### src/rtl/navigate_if.sv
// Command/sensor bundle between the maze solver, PID/IR sensing and the
// navigate motion sequencer.
interface navigate_if;
    logic        strt_hdng;
    logic        strt_mv;
    logic        stp_lft;
    logic        stp_rght;
    logic        hdng_rdy;
    logic        at_hdng;
    logic        lft_opn;
    logic        rght_opn;
    logic        frwrd_opn;
    logic        mv_cmplt;
    logic        moving;
    logic        en_fusion;
    logic [10:0] frwrd_spd;

    modport master (
        output strt_hdng, strt_mv, stp_lft, stp_rght, hdng_rdy, at_hdng,
               lft_opn, rght_opn, frwrd_opn,
        input  mv_cmplt, moving, en_fusion, frwrd_spd
    );

    modport slave (
        input  strt_hdng, strt_mv, stp_lft, stp_rght, hdng_rdy, at_hdng,
               lft_opn, rght_opn, frwrd_opn,
        output mv_cmplt, moving, en_fusion, frwrd_spd
    );
endinterface

### src/rtl/navigate.sv
// Motion sequencer: runs heading changes to completion and ramps forward
// speed up and down around side-opening and obstacle stop conditions.
module navigate #(
    parameter logic [10:0] FRWRD_INC     = 11'h018,
    parameter logic [10:0] MAX_FRWRD     = 11'h2A0,
    parameter logic [10:0] FUSION_THRESH = 11'h150
) (
    input  logic      clk,
    input  logic      rst_n,
    navigate_if.slave nav
);

    typedef enum logic [1:0] {IDLE, HDNG, RAMP_UP, RAMP_DOWN} state_e;

    state_e      state_q, state_d;
    logic [10:0] spd_q, spd_d;
    logic        stp_lft_q, stp_lft_d;
    logic        stp_rght_q, stp_rght_d;
    logic        lft_hist_q, lft_hist_d;
    logic        rght_hist_q, rght_hist_d;
    logic        emerg_q, emerg_d;
    logic        cmplt;

    logic [11:0] spd_inc;
    logic [10:0] dec;
    logic        side_stop;

    // One spare bit so the saturation compare sees the true sum.
    assign spd_inc   = {1'b0, spd_q} + {1'b0, FRWRD_INC};
    assign dec       = emerg_q ? (FRWRD_INC << 3) : (FRWRD_INC << 1);
    assign side_stop = (stp_lft_q  & nav.lft_opn  & ~lft_hist_q) |
                       (stp_rght_q & nav.rght_opn & ~rght_hist_q);

    always_comb begin
        // NOTE: every signal gets a default first so no path infers a latch.
        state_d     = state_q;
        spd_d       = spd_q;
        stp_lft_d   = stp_lft_q;
        stp_rght_d  = stp_rght_q;
        lft_hist_d  = lft_hist_q;
        rght_hist_d = rght_hist_q;
        emerg_d     = emerg_q;
        cmplt       = 1'b0;

        unique case (state_q)
            IDLE: begin
                spd_d = '0;
                if (nav.strt_hdng) begin
                    state_d = HDNG;
                end else if (nav.strt_mv) begin
                    state_d     = RAMP_UP;
                    stp_lft_d   = nav.stp_lft;
                    stp_rght_d  = nav.stp_rght;
                    // Openings already present at the start must not trigger a stop.
                    lft_hist_d  = nav.lft_opn;
                    rght_hist_d = nav.rght_opn;
                end
            end
            HDNG: begin
                spd_d = '0;
                if (nav.at_hdng) begin
                    cmplt   = 1'b1;
                    state_d = IDLE;
                end
            end
            RAMP_UP: begin
                if (nav.hdng_rdy)
                    spd_d = (spd_inc > {1'b0, MAX_FRWRD}) ? MAX_FRWRD : spd_inc[10:0];
                lft_hist_d  = nav.lft_opn;
                rght_hist_d = nav.rght_opn;
                if (!nav.frwrd_opn) begin
                    state_d = RAMP_DOWN;
                    emerg_d = 1'b1;
                end else if (side_stop) begin
                    state_d = RAMP_DOWN;
                    emerg_d = 1'b0;
                end
            end
            RAMP_DOWN: begin
                lft_hist_d  = nav.lft_opn;
                rght_hist_d = nav.rght_opn;
                if (!nav.frwrd_opn)
                    emerg_d = 1'b1;
                if (spd_q == '0) begin
                    cmplt      = 1'b1;
                    state_d    = IDLE;
                    stp_lft_d  = 1'b0;
                    stp_rght_d = 1'b0;
                end else if (nav.hdng_rdy) begin
                    spd_d = (spd_q <= dec) ? '0 : spd_q - dec;
                end
            end
            default: state_d = IDLE;
        endcase
    end

    // NOTE: state registers use non-blocking assignments so all flops
    // update together from the same pre-edge values.
    always_ff @(posedge clk) begin
        if (!rst_n) begin
            state_q     <= IDLE;
            spd_q       <= '0;
            stp_lft_q   <= 1'b0;
            stp_rght_q  <= 1'b0;
            lft_hist_q  <= 1'b0;
            rght_hist_q <= 1'b0;
            emerg_q     <= 1'b0;
        end else begin
            state_q     <= state_d;
            spd_q       <= spd_d;
            stp_lft_q   <= stp_lft_d;
            stp_rght_q  <= stp_rght_d;
            lft_hist_q  <= lft_hist_d;
            rght_hist_q <= rght_hist_d;
            emerg_q     <= emerg_d;
        end
    end

    assign nav.mv_cmplt  = cmplt;
    assign nav.moving    = (state_q != IDLE);
    assign nav.en_fusion = ((state_q == RAMP_UP) || (state_q == RAMP_DOWN)) &&
                           (spd_q > FUSION_THRESH);
    assign nav.frwrd_spd = spd_q;

endmodule

### src/flat_wrapper.sv
// flat-port wrapper written by rule: the top's interface ports become plain ports
module navigate_flat 
#(
    parameter logic [10:0] FRWRD_INC     = 11'h018,
    parameter logic [10:0] MAX_FRWRD     = 11'h2A0,
    parameter logic [10:0] FUSION_THRESH = 11'h150
)
  (clk, rst_n, nav_strt_hdng, nav_strt_mv, nav_stp_lft, nav_stp_rght, nav_hdng_rdy, nav_at_hdng, nav_lft_opn, nav_rght_opn, nav_frwrd_opn, nav_mv_cmplt, nav_moving, nav_en_fusion, nav_frwrd_spd);
  navigate_if nav_i ();
  input  logic clk;
  input  logic rst_n;
  input wire logic [$bits(nav_i.strt_hdng)-1:0] nav_strt_hdng;
  input wire logic [$bits(nav_i.strt_mv)-1:0] nav_strt_mv;
  input wire logic [$bits(nav_i.stp_lft)-1:0] nav_stp_lft;
  input wire logic [$bits(nav_i.stp_rght)-1:0] nav_stp_rght;
  input wire logic [$bits(nav_i.hdng_rdy)-1:0] nav_hdng_rdy;
  input wire logic [$bits(nav_i.at_hdng)-1:0] nav_at_hdng;
  input wire logic [$bits(nav_i.lft_opn)-1:0] nav_lft_opn;
  input wire logic [$bits(nav_i.rght_opn)-1:0] nav_rght_opn;
  input wire logic [$bits(nav_i.frwrd_opn)-1:0] nav_frwrd_opn;
  output wire logic [$bits(nav_i.mv_cmplt)-1:0] nav_mv_cmplt;
  output wire logic [$bits(nav_i.moving)-1:0] nav_moving;
  output wire logic [$bits(nav_i.en_fusion)-1:0] nav_en_fusion;
  output wire logic [$bits(nav_i.frwrd_spd)-1:0] nav_frwrd_spd;
  assign nav_i.strt_hdng = nav_strt_hdng;
  assign nav_i.strt_mv = nav_strt_mv;
  assign nav_i.stp_lft = nav_stp_lft;
  assign nav_i.stp_rght = nav_stp_rght;
  assign nav_i.hdng_rdy = nav_hdng_rdy;
  assign nav_i.at_hdng = nav_at_hdng;
  assign nav_i.lft_opn = nav_lft_opn;
  assign nav_i.rght_opn = nav_rght_opn;
  assign nav_i.frwrd_opn = nav_frwrd_opn;
  assign nav_mv_cmplt = nav_i.mv_cmplt;
  assign nav_moving = nav_i.moving;
  assign nav_en_fusion = nav_i.en_fusion;
  assign nav_frwrd_spd = nav_i.frwrd_spd;
  navigate #(.FRWRD_INC(FRWRD_INC), .MAX_FRWRD(MAX_FRWRD), .FUSION_THRESH(FUSION_THRESH)) u_core (.clk(clk), .rst_n(rst_n), .nav(nav_i));
endmodule
### config.mk
export PLATFORM = sky130hd
export DESIGN_NAME = navigate_flat
export DESIGN_NICKNAME = d
export VERILOG_FILES = /design/src/rtl/navigate_if.sv /design/src/rtl/navigate.sv /design/src/flat_wrapper.sv
export SDC_FILE = /design/constraint.sdc
export NUM_CORES = 1
export LEC_CHECK = 0
export BUFFER_PORTS_ARGS = -buffer_cell sky130_fd_sc_hd__buf_4
export CORE_MARGIN = 4
export CORE_UTILIZATION = 52
export DETAILED_ROUTE_END_ITERATION = 16
export GPL_ROUTABILITY_DRIVEN = 0
export HOLD_SLACK_MARGIN = 0.02
export PLACE_DENSITY_LB_ADDON = 0.25
export SLEW_MARGIN = 0
export SYNTH_ARGS = -nofsm -noshare
export SYNTH_HDL_FRONTEND = slang
export SYNTH_SLANG_ARGS = --single-unit
### constraint.sdc
create_clock -name clk -period 2.65 [get_ports clk]
set_input_delay 0.53 -clock clk [delete_from_list [all_inputs] [get_ports clk]]
set_output_delay 0.53 -clock clk [all_outputs]
set_load 0.01 [all_outputs]
==> results of run 1 <==
[sequential cells by signal, summed over array words and instances (netlist names)]
| signal | flops |
|---|---|
| u_core.lft_hist_q | 1 |
| u_core.stp_lft_q | 1 |
| u_core.rght_hist_q | 1 |
| u_core.state_q | 2 |
| u_core.emerg_q | 1 |
| u_core.nav.frwrd_spd | 8 |
| u_core.stp_rght_q | 1 |
[worst min-delay path by stage]
stage	startpoint	to	slack, ns	cells after the start
global route	u_core.rght_hist_q$_SDFFE_PN0P_	u_core.rght_hist_q$_SDFFE_PN0P_	0.50	2
CTS	u_core.lft_hist_q$_SDFFE_PN0P_	u_core.lft_hist_q$_SDFFE_PN0P_	0.46	2
floorplan	u_core.lft_hist_q$_SDFFE_PN0P_	u_core.lft_hist_q$_SDFFE_PN0P_	0.43	2
finish	u_core.rght_hist_q$_SDFFE_PN0P_	u_core.rght_hist_q$_SDFFE_PN0P_	0.46	2
detailed placement	u_core.lft_hist_q$_SDFFE_PN0P_	u_core.lft_hist_q$_SDFFE_PN0P_	0.45	2
global placement	u_core.lft_hist_q$_SDFFE_PN0P_	u_core.lft_hist_q$_SDFFE_PN0P_	0.44	2
[worst max-delay path, delay by kind of cell (launching register included)]
family | cells | cell delay (ns)
and+or+nand+nor | 3 | 0.80
buffers and inverters | 2 | 0.30
muxes | 1 | 0.10
DFF | 1 | 0.32
[cell type report]
| class | instances | area [um2] |
|---|---|---|
| Clock buffer | 4 | 26.28 |
| Fill cell | 227 | 967.2 |
| Inverter | 10 | 37.54 |
| Multi-Input combinational cell | 135 | 943.4 |
| Sequential cell | 15 | 300.3 |
| Tap cell | 30 | 37.54 |
| Timing Repair Buffer | 25 | 187.7 |
[Yosys cell counts (3+ instances only)]
| library cell | count | area (um2) |
|---|---|---|
| o21ai_0 | 8 | 40.04 |
| dfxtp_1 | 15 | 300.3 |
| and3_1 | 3 | 18.77 |
| nand3_1 | 3 | 15.01 |
| ha_1 | 6 | 75.07 |
| nand2_1 | 17 | 63.81 |
| buf_2 | 4 | 20.02 |
| inv_1 | 10 | 37.54 |
| o211ai_1 | 3 | 22.52 |
| nor2b_1 | 3 | 18.77 |
| xnor2_1 | 3 | 26.28 |
| buf_4 | 6 | 45.04 |
| nor3_1 | 3 | 15.01 |
| a21oi_1 | 12 | 60.06 |
| a21o_1 | 3 | 22.52 |
| nor2_1 | 14 | 52.55 |
[stage by stage]
stage	worst slack (ns)	std cells	util, %	hold slack, ns
2_1_floorplan	0.4152	174	-	0.4267
3_3_place_gp	0.4840	215	60.26	0.4372
5_1_grt	0.1885	219	61.31	0.5026
6_report	0.3094	219	61.31	0.4584
3_5_place_dp	0.3834	215	60.26	0.4497
4_1_cts	0.3483	219	61.31	0.4614
[per-layer routing]
metal | global-route usage (%) | routed length (um) | vias to the layer above
li1 | - | - | 664
met1 | 30.72 | 1607 | 643
met2 | 32.76 | 1548 | 85
met3 | 4.793 | 296 | 12
met4 | 6.149 | 78 | 0
met5 | 0 | 0 | -
[cells in the final DEF, fill, tap and decap left out, drive strengths merged, types with 4 or more instances in the layout]
cell	Yosys	routed
inv	10	10
o21ai	9	9
a21oi	12	12
buf	12	25
dfxtp	15	15
nand3	4	4
ha	6	6
clkbuf	2	4
nor3	4	4
nor2	15	15
nand2	17	17
[kinds of logic after synthesis]
kind of cell,Yosys count,synth area share (%)
buffers and inverters,24,9.689
adder cells (fa/ha/maj),7,6.947
other,1,0.2740
multiplexers,4,3.382
AND/OR/NAND/NOR,61,23.77
flip-flops,15,21.94
AO/OA/AOI/OAI,55,30.81
XOR/XNOR,5,3.200
[power groups by stage]
stage	Clock, mW	Combinational, mW	Sequential, mW
floorplan	0	0.0797	0.245
global placement	0	0.110	0.246
detailed placement	0	0.114	0.247
CTS	0.131	0.115	0.241
global route	0.146	0.129	0.243
finish	0.132	0.117	0.242
==> results.cfg, run 1 <==
[final_layout]
final_area_mm2 = 0.001533
final_nets = 208
area_growth_syn_to_layout_pct = 11.97
antenna_cells = 0
layout-drive-gt1-share_pct = 19.58

[worst_setup_path]
end_kind = primary output
cp_cell_sequence = buf_4, nor4_1, and3_1, mux2i_1, nor2_1, buf_4
required_ns = 2.12
reg2regPathDepth = 7
cp-start-kind = flop
reg2reg_slack_ns = 0.35
cp.arrival_ns = 1.81
critPathCapture = nav_mv_cmplt
critPathLaunch = u_core.nav.frwrd_spd[5]$_SDFFE_PN0P_
crit_type = flop to primary output
crit_path_max_fanout = 13
crit_top_cell = buf_4
slowest_delay_ns = 0.43
r2r-start = u_core.nav.frwrd_spd[6]$_SDFFE_PN0P_
r2r_end = u_core.nav.frwrd_spd[8]$_SDFFE_PN0P_
cpMaxStageDelayCell = nor4_1

[synth]
netlist_instances = 172
synth_edf_count = 0
ys_seq_area_share_pct = 21.94
synth_area_per_cell_um2 = 7.958
syn-cell-area_mm2 = 0.001369
ys_async_sr_fraction_pct = 0
ys_warn_count = 0
synthDistinctLibCells = 60
synth_top_flop_cell = dfxtp_1
yosys_register_bits = 15

[routing]
drc = 0
first_pass_iters = 4
via_count = 1404
post_drt_wl_per_cell_um = 16.12
viasPerCell = 6.411
antenna_left = 0
wirelength_um = 3531
drt_iter0_markers = 123

[clock_tree]
clk_pin_slew_worst_paths_ns = 0.08
clockRootBuffer = clkbuf_4
cts_resized = 0
clk_path_buf_depth = 2
cts_setup_buffers = 0
htree_levels = 1
insertion_delay_ns = 0.29
cts_hold_buffers = 0
cts.sinks = 15
cts_tree = done
numCtsBuffers = 3

[place]
dpl-instance-area_mm2 = 0.001506
dpl.hpwl_um = 2739
io_buffers = 21

[floorplanning]
fp-row-count = 18
io_pins = 25
coreArea_mm2 = 0.002500
initial_core_util_pct = 54.75
die_area_mm2 = 0.003517
die_height_um = 59.31
die_x_um = 59.31

[timing]
timing.final.crit_share_pct = 88.32
max_freq_ghz = 0.4272
setup_viol = 0
rsz0062_at_grt = no
final-hold-violation-count = 0
finalSetupTns_ns = 0
period_needed_ns = 2.341
slew_headroom_pct = 62.64
worstMarginPinSlew_ns = 0.5605
maxSlewViolCount = 0
skew_ns = 0.01077

[global_route]
grt_usage_pct = 21.67
grt_max_degree = 17
gr-total-overflow = 0
antenna_found_initial = 0
grt_pass1_vias = 1256
grt_pass1_wl_um = 5837

[power]
swShare_pct = 30.78
pwr-share-clk_pct = 26.9
switchingPower_mw = 0.1511
pwr-share-seq_pct = 49.3
p_leak_nw = 0.6464
power_mw = 0.4909
power_density_mw_per_mm2 = 320.3
p_comb_share_pct = 23.8
p_int_mw = 0.3398
ir_drop_v = 0.0003964

[flow_run]
drv_cap = 0

[status]
status = finished, final reports clean

[worst_hold_path]
hp-class = flop to flop
Power figures use the tool's default switching activity.
==> inputs of run 2 (changes only) <==
PLACE_DENSITY_LB_ADDON = 0.12   (was 0.25)
REMOVE_ABC_BUFFERS = 1   (was default)
==> run 2 against run 1 <==
Clock-buffer cell count fell by 1; utilization rose by 0.050 points; sequential power barely moved; first-iteration DRC count fell by 31%.
==> results.cfg, run 2 (synthesis results as in run 1) <==
[routing]
wirelength_um = 3570
post_drt_wl_per_cell_um = 16.30
via_count = 1372
first_pass_iters = 7
drt_iter0_markers = 85
antenna_left = 0
viasPerCell = 6.265
drc = 0

[clock_tree]
cts_hold_buffers = 0
cts.sinks = 15
cts_setup_buffers = 0
clk_pin_slew_worst_paths_ns = 0.10
clockRootBuffer = clkbuf_4
numCtsBuffers = 3
htree_levels = 1
cts_resized = 0
clk_path_buf_depth = 2
cts_tree = done
insertion_delay_ns = 0.29

[final_layout]
layout_commonest_cell = buf_4
fillers = 229
antenna_cells = 0
final_area_mm2 = 0.001534
layout-drive-gt1-share_pct = 20.11
largest_register_ffs = 8
mostFrequentLayoutCells = 25 x buf_4, 17 x nand2_1, 15 x dfxtp_1
area_growth_syn_to_layout_pct = 12.07
final_nets = 208

[worst_hold_path]
hp-class = flop to flop

[timing]
slew_headroom_pct = 62.81
rsz0062_at_grt = no
finalSetupTns_ns = 0
max_freq_ghz = 0.4241
skew_ns = 0.01287
final-hold-violation-count = 0
timing.final.crit_share_pct = 88.98
period_needed_ns = 2.358
worstMarginPinSlew_ns = 0.5571
setup_viol = 0
setup_ws_ns = 0.2921
maxSlewViolCount = 0

[global_route]
grt_pass1_wl_um = 6078
grt_usage_pct = 22.04
antenna_found_initial = 0
grt_max_degree = 17
grt_pass1_vias = 1296
gr-total-overflow = 0

[floorplanning]
coreArea_mm2 = 0.002500
fp-row-count = 18
die_height_um = 59.31
die_area_mm2 = 0.003517
initial_core_util_pct = 54.75
io_pins = 25
die_x_um = 59.31

[power]
p_leak_nw = 0.6492
p_comb_share_pct = 23.7
pwr-share-seq_pct = 49.4
power_mw = 0.4903
power_density_mw_per_mm2 = 319.6
pwr-share-clk_pct = 26.9
ir_drop_v = 0.0004387
p_int_mw = 0.3373
switchingPower_mw = 0.1530
swShare_pct = 31.20

[flow_run]
drv_cap = 0

[place]
dpl.hpwl_um = 2755
dpl-instance-area_mm2 = 0.001506
dpl_worst_slack_ns = 0.3559
io_buffers = 21

[worst_setup_path]
crit_path_max_fanout = 10
cp.arrival_ns = 1.83
cp-start-kind = flop
crit_type = flop to primary output
required_ns = 2.12
end_kind = primary output

[status]
status = finished, final reports clean
## run 2: cell count changes in the layout (fill, tap and decap cells not counted)
cell	previous run	this run
clkbuf_1	1	0
clkinv_2	0	1
## run 2: critical path: stages (launching register included)
cell and delay [ns]:
dfxtp_1 0.45, nor2_1 0.44, and3_1 0.30, mux2i_1 0.11, nor2_1 0.11, buf_4 0.13
## run 2: final timing paths
kind,startpoint,to,slack (ns),depth (start not counted)
worst max register to register,u_core.nav.frwrd_spd[6]$_SDFFE_PN0P_,u_core.nav.frwrd_spd[8]$_SDFFE_PN0P_,0.33,7
worst max-delay path,u_core.nav.frwrd_spd[9]$_SDFFE_PN0P_,nav_mv_cmplt,0.29,5
worst min register to register,u_core.rght_hist_q$_SDFFE_PN0P_,u_core.rght_hist_q$_SDFFE_PN0P_,0.45,2
worst min-delay path,u_core.rght_hist_q$_SDFFE_PN0P_,u_core.rght_hist_q$_SDFFE_PN0P_,0.45,2
## run 2: stage by stage
stage	utilization (%)	hold WS, ns	std cells
global route	61.36	0.4879	219
CTS	61.36	0.4584	219
detailed placement	60.26	0.4464	215
global placement	60.26	0.4379	215
finish	61.36	0.4533	219
floorplan	-	0.4267	160
## run 2: cell type report
cell class	count	area, um2	share of cell area, %
flip-flops and latches	15	300.3	19.58
clock buffers	3	22.52	1.468
inverters	10	37.54	2.447
clock inverters	1	5.005	0.3263
repair buffers	25	187.7	12.23
multi-input cells	135	943.4	61.50
well taps	30	37.54	2.447
## run 2: power by group through the flow
stage,Combinational [mW],Sequential (mW),Clock (mW)
floorplan,0.0662,0.251,0
global placement,0.111,0.247,0
detailed placement,0.114,0.247,0
CTS,0.115,0.242,0.137
global route,0.129,0.243,0.147
finish,0.116,0.242,0.132
## run 2: routing by layer
layer	GRT usage (%)	up-vias	share of wire [%]
met3	5.882	9	8.5
met5	0	-	0
met4	6.149	0	1.2
li1	-	663	-
met1	31.08	640	45
met2	32.76	60	45
